$ cat config.mk
export PLATFORM = sky130hd
export DESIGN_NAME = usb3_scramble_tx_flat
export DESIGN_NICKNAME = d
export VERILOG_FILES = /design/src/rtl/usb3_scramble_tx_pkg.sv /design/src/rtl/usb3_scramble_tx_if.sv /design/src/rtl/usb3_scramble_tx_lfsr.sv /design/src/rtl/usb3_scramble_tx.sv /design/src/flat_wrapper.sv
export SDC_FILE = /design/constraint.sdc
export NUM_CORES = 1
export LEC_CHECK = 0
export CAP_MARGIN = 30
export CORE_MARGIN = 2
export CORE_UTILIZATION = 48
export CTS_CLUSTER_DIAMETER = 200
export DETAILED_ROUTE_END_ITERATION = 12
export MAX_ROUTING_LAYER = met4
export PLACE_DENSITY = 0.83
export SYNTH_ARGS = -nofsm -noshare
export SYNTH_HDL_FRONTEND = slang
export SYNTH_SLANG_ARGS = --single-unit
$ cat constraint.sdc
create_clock -name local_clk -period 3.4 [get_ports local_clk]
set_clock_uncertainty 0.15 [all_clocks]
set_input_delay 0.51 -clock local_clk [delete_from_list [all_inputs] [get_ports local_clk]]
set_output_delay 0.51 -clock local_clk [all_outputs]
set_load 0.02 [all_outputs]
$ cat src/rtl/usb3_scramble_tx_pkg.sv
// usb3_scramble_tx_pkg: symbol constants, LFSR seed/taps, SKP defaults, word-source enum and lane helpers
package usb3_scramble_tx_pkg;
  localparam logic [7:0] K_COM = 8'hBC;
  localparam logic [7:0] K_SKP = 8'h3C;
  localparam logic [15:0] LFSR_SEED = 16'hFFFF;
  localparam logic [15:0] LFSR_TAPS = 16'h0039;
  localparam int SKP_PERIOD_DEF = 354;
  localparam int SKP_OWED_MAX_DEF = 8;
  localparam logic [31:0] SKP_WORD = {4{K_SKP}};
  typedef enum logic [1:0] {SRC_IDLE, SRC_DATA, SRC_SKP} src_e;
  function automatic logic has_com(input logic [31:0] d, input logic [3:0] k);
    has_com = 1'b0;
    for (int i = 0; i < 4; i++) has_com = has_com || (k[i] && d[8*i +: 8] == K_COM);
  endfunction
  function automatic logic [31:0] d_mask(input logic [3:0] k);
    for (int i = 0; i < 4; i++) d_mask[8*i +: 8] = {8{!k[i]}};
  endfunction
endpackage

$ cat src/rtl/usb3_scramble_tx_if.sv
// usb3_scramble_tx_if: upstream word handshake (in_*, in_ready) and PIPE-side output word (out_*); master = link side, slave = scrambler
interface usb3_scramble_tx_if;
  logic [31:0] in_data;
  logic [3:0] in_datak;
  logic in_active;
  logic in_boundary;
  logic in_ready;
  logic [31:0] out_data;
  logic [3:0] out_datak;
  logic out_active;
  modport master (output in_data, in_datak, in_active, in_boundary, input in_ready, out_data, out_datak, out_active);
  modport slave (input in_data, in_datak, in_active, in_boundary, output in_ready, out_data, out_datak, out_active);
endinterface

$ cat src/rtl/usb3_scramble_tx_lfsr.sv
// usb3_lfsr: x^16+x^5+x^4+x^3+1 keystream, 32 bits/word; ports: local_clk, reset_n, scram_en (advance), scram_rst (reload), scram_init (seed), keystream (lane [31:24] first, bit 0 of each byte generated first)
module usb3_lfsr
  import usb3_scramble_tx_pkg::*;
(
  input  logic        local_clk,
  input  logic        reset_n,
  input  logic        scram_en,
  input  logic        scram_rst,
  input  logic [15:0] scram_init,
  output logic [31:0] keystream
);
  logic [15:0] state, nxt;
  always_comb begin
    nxt = state;
    keystream = '0;
    for (int i = 0; i < 32; i++) begin
      keystream[8*(3 - i/8) + i%8] = nxt[15];
      nxt = {nxt[14:0], 1'b0} ^ (nxt[15] ? LFSR_TAPS : 16'h0000);
    end
  end
  always_ff @(posedge local_clk) begin
    if (!reset_n || scram_rst) state <= scram_init;
    else if (scram_en) state <= nxt;
  end
endmodule

$ cat src/rtl/usb3_scramble_tx.sv
// usb3_scramble_tx: USB 3.0 TX scrambler with idle fill and SKP insertion; ports: local_clk, reset_n (sync, low), enable, bus (slave: in_* upstream + in_ready, out_* to PIPE), err_skp_overflow (sticky)
module usb3_scramble_tx
  import usb3_scramble_tx_pkg::*;
#(
  parameter int SKP_PERIOD = SKP_PERIOD_DEF,
  parameter int SKP_OWED_MAX = SKP_OWED_MAX_DEF
) (
  input  logic local_clk,
  input  logic reset_n,
  input  logic enable,
  usb3_scramble_tx_if.slave bus,
  output logic err_skp_overflow
);
  localparam int OW = $clog2(SKP_OWED_MAX + 1);
  src_e src;
  logic insert, credit, owed_inc, scram_en;
  logic [8:0] sym_cnt, sym_sum;
  logic [OW-1:0] owed;
  logic [31:0] sel_data, s1_data, ks, ks_mask;
  logic [3:0] sel_datak, s1_datak;
  logic s1_valid, s1_skp, s1_active, s1_com;
  assign insert = owed >= OW'(2) && (!bus.in_active || bus.in_boundary);
  assign bus.in_ready = reset_n && !insert;
  // flushed stage-1 bubbles and SKP words must not consume keystream
  assign scram_en = s1_valid && !s1_skp;
  always_comb begin
    src = insert ? SRC_SKP : bus.in_active ? SRC_DATA : SRC_IDLE;
    sel_data = src == SRC_SKP ? SKP_WORD : src == SRC_DATA ? bus.in_data : '0;
    sel_datak = src == SRC_SKP ? 4'hF : src == SRC_DATA ? bus.in_datak : '0;
    sym_sum = sym_cnt + (src == SRC_SKP ? 9'd0 : 9'd4);
    credit = sym_sum >= 9'(SKP_PERIOD);
    // a credit arriving alongside an insertion still counts even at saturation (net -1)
    owed_inc = credit && (insert || owed != OW'(SKP_OWED_MAX));
    ks_mask = enable && scram_en ? ks & d_mask(s1_datak) : '0;
  end
  always_ff @(posedge local_clk) begin
    if (!reset_n) begin
      sym_cnt <= '0;
      owed <= '0;
      err_skp_overflow <= 1'b0;
      s1_valid <= 1'b0;
      s1_skp <= 1'b0;
      s1_active <= 1'b0;
      s1_com <= 1'b0;
      s1_data <= '0;
      s1_datak <= '0;
      bus.out_data <= '0;
      bus.out_datak <= '0;
      bus.out_active <= 1'b0;
    end else begin
      sym_cnt <= credit ? sym_sum - 9'(SKP_PERIOD) : sym_sum;
      owed <= owed + OW'(owed_inc) - (insert ? OW'(2) : OW'(0));
      err_skp_overflow <= err_skp_overflow || (credit && !owed_inc);
      s1_valid <= 1'b1;
      s1_skp <= src == SRC_SKP;
      s1_active <= src == SRC_DATA;
      s1_com <= has_com(sel_data, sel_datak);
      s1_data <= sel_data;
      s1_datak <= sel_datak;
      bus.out_data <= s1_data ^ ks_mask;
      bus.out_datak <= s1_datak;
      bus.out_active <= s1_active;
    end
  end
  usb3_lfsr u_lfsr (
    .local_clk(local_clk),
    .reset_n(reset_n),
    .scram_en(scram_en),
    .scram_rst(s1_com),
    .scram_init(LFSR_SEED),
    .keystream(ks)
  );
endmodule

$ cat src/flat_wrapper.sv
// flat-port wrapper written by rule: the top's interface ports become plain ports
module usb3_scramble_tx_flat import usb3_scramble_tx_pkg::*;
#(
  parameter int SKP_PERIOD = SKP_PERIOD_DEF,
  parameter int SKP_OWED_MAX = SKP_OWED_MAX_DEF
)
  (local_clk, reset_n, enable, err_skp_overflow, bus_in_data, bus_in_datak, bus_in_active, bus_in_boundary, bus_in_ready, bus_out_data, bus_out_datak, bus_out_active);
  usb3_scramble_tx_if bus_i ();
  input  logic local_clk;
  input  logic reset_n;
  input  logic enable;
  output logic err_skp_overflow;
  input wire logic [$bits(bus_i.in_data)-1:0] bus_in_data;
  input wire logic [$bits(bus_i.in_datak)-1:0] bus_in_datak;
  input wire logic [$bits(bus_i.in_active)-1:0] bus_in_active;
  input wire logic [$bits(bus_i.in_boundary)-1:0] bus_in_boundary;
  output wire logic [$bits(bus_i.in_ready)-1:0] bus_in_ready;
  output wire logic [$bits(bus_i.out_data)-1:0] bus_out_data;
  output wire logic [$bits(bus_i.out_datak)-1:0] bus_out_datak;
  output wire logic [$bits(bus_i.out_active)-1:0] bus_out_active;
  assign bus_i.in_data = bus_in_data;
  assign bus_i.in_datak = bus_in_datak;
  assign bus_i.in_active = bus_in_active;
  assign bus_i.in_boundary = bus_in_boundary;
  assign bus_in_ready = bus_i.in_ready;
  assign bus_out_data = bus_i.out_data;
  assign bus_out_datak = bus_i.out_datak;
  assign bus_out_active = bus_i.out_active;
  usb3_scramble_tx #(.SKP_PERIOD(SKP_PERIOD), .SKP_OWED_MAX(SKP_OWED_MAX)) u_core (.local_clk(local_clk), .reset_n(reset_n), .enable(enable), .bus(bus_i), .err_skp_overflow(err_skp_overflow));
endmodule
Word level (Yosys, flattened, before mapping)
Cells that the tools add are included.
- bits in registers: 107
- output and inout port bits: 39
- memories: 0
- bits in read-only memories: 0
- RAM bits: 0
- logic and storage cells: 129
- bits in latches: 0
- bitwise gates (word level): 34
- reductions and logical operators: 26
- equal/unequal tests: 7
- muxes and demuxes: 43
- shift-type cells: 0
- add/subtract/negate cells: 4
- divide/modulo/power cells: 0
- order comparisons: 2
- $mul: 0
- operators with widths (cell ; number):
    $xor 16x6->16 ; 31
    $mux 6 ; 32
    $mux 32 ; 3
    $and 32x32->32 ; 1
    $eq 8x8->1 const B ; 4
    $xor 32x32->32 ; 1
    $xor 16x16->16 ; 1
    $logic_and 1x1->1 ; 10
    $add 9x9->9 ; 1
    $ge 9x9->1 const B ; 1
    $logic_not 1->1 ; 9
    $mux 9 ; 1
    $sub 9x9->9 const B ; 1
    $mux 4 ; 2
    $logic_or 1x1->1 ; 7
    $add 4x1->4 ; 1
    $ge 4x2->1 const B ; 1
    $mux 2 ; 2
    $ne 4x4->1 const B ; 1
    $sub 4x4->4 ; 1
    $mux 3 ; 1
    $eq 2x1->1 const B ; 1
    $eq 2x2->1 const B ; 1
    $mux 1 ; 2

Logic depth before layout (Yosys ltp)
Gate-level depths: netlist of run 1.
- depth after elaboration: 65
- gate-level depth with buffers: 17
- gate-level depth less buffers: 16

Cells and area by module
From an unflattened synthesis of run 1, not the netlist that was laid out.
- cells, all modules: 533
- area total of the unflattened synthesis: 5247.5 um^2
- by module, submodules not included (module ; instances ; cells an instance ; area each (um^2)):
    usb3_scramble_tx ; 1 ; 380 ; 3548.4
    usb3_lfsr ; 1 ; 153 ; 1699.1

Worst setup path after synthesis of run 1
Ideal clock, no wire load.
- path kind: input-to-reg
- start: in bus_in_active
- end: reg u_core.owed[3]
- library setup time: 128 ps
- cell stages on the path: 15
- arrival time: 3222 ps
- data required time: 3122 ps
- setup slack: -99 ps
- path buffers: 1
- cells stage by stage: inv_1 o22ai_1 clkbuf_1 ha_1 ha_1 xnor2_1 nand3b_1 o32a_1 o21ai_1 nor2b_1 ha_1 o21a_1 nor2_1 xnor2_1 nor2_1
- cells in the longest elaborated chain, start to end: 11
- elaborated cells on any way between the ends: 14
- those cells by class: add/sub: 3; order compare: 1; eq/ne: 1; mux: 4; reduce/logical: 5
- ends and longest elaborated chain (item ; RTL line ; source):
    start, declared ; flat_wrapper.sv:15 ; input wire logic [$bits(bus_i.in_active)-1:0] bus_in_active;
    $logic_not 1->1 ; usb3_scramble_tx.sv:22 ; assign insert = owed >= OW'(2) && (!bus.in_active || bus.in_boundary);
    $logic_or 1x1->1 ; usb3_scramble_tx.sv:22 ;
    $logic_and 1x1->1 ; usb3_scramble_tx.sv:22 ;
    $mux 2 ; usb3_scramble_tx.sv:27 ; src = insert ? SRC_SKP : bus.in_active ? SRC_DATA : SRC_IDLE;
    $eq 2x2->1 ; usb3_scramble_tx.sv:30 ; sym_sum = sym_cnt + (src == SRC_SKP ? 9'd0 : 9'd4);
    $mux 3 ; usb3_scramble_tx.sv:30 ;
    $add 9x9->9 ; usb3_scramble_tx.sv:30 ;
    $ge 9x9->1 ; usb3_scramble_tx.sv:31 ; credit = sym_sum >= 9'(SKP_PERIOD);
    $logic_and 1x1->1 ; usb3_scramble_tx.sv:33 ; owed_inc = credit && (insert || owed != OW'(SKP_OWED_MAX));
    $add 4x1->4 ; usb3_scramble_tx.sv:52 ; owed <= owed + OW'(owed_inc) - (insert ? OW'(2) : OW'(0));
    $sub 4x4->4 * ; usb3_scramble_tx.sv:52 ;
    end signal, assigned ; usb3_scramble_tx.sv:52 ;
    end, declared ; usb3_scramble_tx.sv:18 ; logic [OW-1:0] owed;
Mark *: on every way between the ends. The rest lies on a longest branch, timed or not.
A chain may end at the register's enable or synchronous reset.

Worst setup path after layout of run 1
- start: in bus_in_active
- end: reg u_core.owed[2]
Same word-level chain as after synthesis.

==> qor.txt, run 1 <==
launch point of the critical path -> bus_in_active
Pre-Repair DR Iteration Count -> 4
DRT antenna net count -> 0
Setup TNS -> 0 ps
# IOs -> 80
HP Class -> register to register
FF+latch count, synth -> 106
starting density of the core -> 48.6%
Max Cap Violations -> 0
pre-CTS setup slack -> -152 ps
Gates resized, CTS repair -> 0
Area Growth Syn to Fin -> 21.8%
Post-synth EDFFs -> 0
min-delay src -> u_core.s1_active
H-tree level count -> 3
syn_nets -> 575
post-route cell area -> 0.00603 sq mm
core area -> 0.0102 sq mm
Final Cycle Share -> 93.2%
share of cells above drive strength 1 -> 8.01%
Hold Buf Count CTS -> 0
clock root buffer -> clkbuf_8
yosys warns -> 0
slowest CP cell -> clkdlybuf4s50_1
gpl congestion -> 0.942
cells after synthesis -> 524
Overflow after GRT -> 0
FFs w/ async S/R, synth -> 0%
DR vias/cell -> 5.10
RSZ-0062 raised after global routing -> no
vias in the first global route -> 3795
die area -> 0.0111 sq mm
CTS tree -> done
Worst VDD drop -> 0.545 mV
DRT Wirelength -> 11.1 mm
DRC viols -> 0
Cell Area, Placed -> 0.00585 sq mm
Via Count -> 3745
sequential share of the synthesized area -> 42.9%
Distinct cells, synth -> 46
initial antenna violation count -> 0
Slew Limit Fails -> 0
cell area after synthesis -> 0.00495 sq mm
final setup vio count -> 0
PortBufs -> 79
Cell Pwr Density -> 1040 mW/mm^2
FF-to-FF Start -> u_core.owed[2]
Most used DFF post-synth -> dfxtp_1
number of antenna repair diodes -> 0
GRT Total Usage -> 21.5%
Worst path max stage delay -> 510 ps
Top cell by count, worst path -> ha_1
Post-DP HPWL -> 8.35 mm
average wire per standard cell -> 15.1 um
largest net degree at the start of global routing -> 40
type of origin of the critical path -> input port
DRT iter0 DRCs -> 139
CP arrival -> 3280 ps
fin worst setup slack -> 232 ps
Worst Tran Pin Value -> 655 ps
crit path capture type -> register
critical-path cell list -> clkdlybuf4s50_1, inv_1, o22ai_2, ha_1, ha_1, nand3b_1, nor3b_1, o32a_1, o21ai_2, nor2b_1, ha_1, inv_1, ha_1, xor2_1, nor2_1
Nets -> 645
CP Class -> input port to register
number of CTS-inserted buffers -> 9
status -> completed
fmax -> 0.316 GHz
Leakage -> 2.36 nW
Final Hold Viols -> 0
Skew-Pair Late Insertion Delay -> 380 ps
Cell Rows -> 37
clock tree buffer depth -> 2
Worst-path clk slew -> 100 ps
critical-path maximum fanout -> 4
clock period minus worst slack -> 3170 ps
TritonCTS Sinks -> 106
Max-slew headroom -> 56.3%
worst endpoint required time -> 3520 ps
first-pass GRT wire length -> 18.4 mm
post-layout util -> 59.2%
post-CTS setup buffers -> 0
Avg Inst Size Synth -> 9.45 sq um
height of the chip -> 106 um
chip width -> 106 um
Design Power -> 0.00629 W
Fillers -> 883
routing by layer:
layer  global-route usage (%)  part of all wire [%]  up-vias  wire [um]
met5                        -                     0        -          0
met4                     7.99                   1.9        0        209
met3                     3.59                   6.7       19        743
met2                     36.6                    50      126       5580
met1                     25.7                    41     1761       4590
li1                         -                     -     1839          -
metrics by stage:
step	hold WS (ps)	std cells
floorplan	262	524
global placement	269	719
detailed placement	270	719
CTS	295	735
global route	321	735
finish	291	735
power by group:
part | internal [W] | switching [W]
registers | 0.00152 | 0.000264
logic | 0.00187 | 0.00191
clock network | 0.000278 | 0.000450
total | 0.00366 | 0.00263
critical path, delay by kind of cell:
kind                       cells  cell delay, ps
buffers and inverters          3             640
and+or+nand+nor                4             620
xor gates and xnor gates       1             130
adders and majority gates      4             850
AOI/OAI and AO/OA              3             540
cells by family (layout without fill, tap and decap cells):
| group | count (synthesis) | after routing | synth area share [%] |
|---|---|---|---|
| simple gates | 174 | 174 | 17.0 |
| xor+xnor | 121 | 121 | 25.0 |
| flops | 106 | 106 | 42.9 |
| compound gates | 69 | 69 | 8.04 |
| buf+inv | 41 | 116 | 3.97 |
| fa+ha+maj | 10 | 10 | 2.53 |
| mux | 3 | 3 | 0.607 |
registers in the layout, summed over array words and instances, names as in the netlist:
| signal | count |
|---|---|
| u_core.bus.out_data | 32 |
| u_core.s1_data | 32 |
| u_core.u_lfsr.state | 16 |
| u_core.sym_cnt | 8 |
| u_core.bus.out_datak | 4 |
| u_core.owed | 4 |
| u_core.s1_datak | 4 |
| u_core.bus.out_active | 1 |
| u_core.err_skp_overflow | 1 |
| u_core.s1_active | 1 |
| u_core.s1_com | 1 |
| u_core.s1_skp | 1 |
| u_core.s1_valid | 1 |
worst paths after layout:
check	endpoint	slack (ps)	depth (start not counted)
max reg2reg	u_core.owed[3]	340	16
max	u_core.owed[2]	230	15
min reg2reg	u_core.bus.out_active	290	1
min	u_core.bus.out_active	290	1
cells in the mapped netlist, types with 3 or more instances:
cell | number | area, sq um
buf_4 | 6 | 45.0
nand4b_1 | 3 | 26.3
xnor2_1 | 61 | 534
nand2_1 | 51 | 191
mux2i_1 | 3 | 30.0
inv_1 | 9 | 33.8
o21ai_1 | 6 | 30.0
nand4_1 | 3 | 18.8
a21oi_1 | 33 | 165
o211ai_1 | 9 | 67.6
xor2_1 | 41 | 359
nand3_1 | 7 | 35.0
clkbuf_1 | 19 | 71.3
buf_2 | 4 | 20.0
nor3_1 | 9 | 45.0
ha_1 | 10 | 125
or3_1 | 7 | 43.8
xnor2_2 | 13 | 211
o21ai_0 | 9 | 45.0
nor2_1 | 48 | 180
and2_1 | 27 | 169
dfxtp_1 | 106 | 2120
and3_1 | 7 | 43.8
cell usage in the layout (no fill, tap or decap), drive strengths merged, types with 2 or more instances in the layout:
| master | instances |
|---|---|
| or3 | 7 |
| xnor3 | 2 |
| dfxtp | 106 |
| a31oi | 2 |
| nand3 | 7 |
| nand3b | 2 |
| nand2b | 2 |
| xnor2 | 75 |
| and4b | 2 |
| inv | 13 |
| mux2i | 3 |
| and3 | 7 |
| xor2 | 44 |
| buf | 11 |
| ha | 10 |
| nand4 | 3 |
| nand4b | 3 |
| o21ai | 15 |
| nor2b | 2 |
| and2 | 27 |
| o22ai | 2 |
| clkbuf | 9 |
| o211ai | 9 |
| a21oi | 33 |
| clkinv | 3 |
| nor2 | 48 |
| clkdlybuf4s50 | 79 |
| o21a | 2 |
| nor3 | 9 |
| nand2 | 51 |
final cells by class:
cell class | instances | area (sq um) | area share, %
tap | 136 | 170 | 2.82
clock inverter | 7 | 58.8 | 0.976
sequential | 106 | 2120 | 35.2
clock buffer | 9 | 124 | 2.05
inverter | 10 | 37.5 | 0.623
timing repair buffer | 90 | 873 | 14.5
multi-input combinational | 377 | 2640 | 43.8
(Power assumes the default switching activity.)
==> run 2: changes to the inputs <==
--- a/config.mk
+++ b/config.mk
@@ -8,7 +8,7 @@
 export CAP_MARGIN = 30
 export CORE_MARGIN = 2
 export CORE_UTILIZATION = 48
-export CTS_CLUSTER_DIAMETER = 200
+export CTS_CLUSTER_DIAMETER = 40
 export DETAILED_ROUTE_END_ITERATION = 12
 export MAX_ROUTING_LAYER = met4
 export PLACE_DENSITY = 0.83
==> results of run 2 <==
The final DEF is identical to that of run 1; final timing and power are the same.
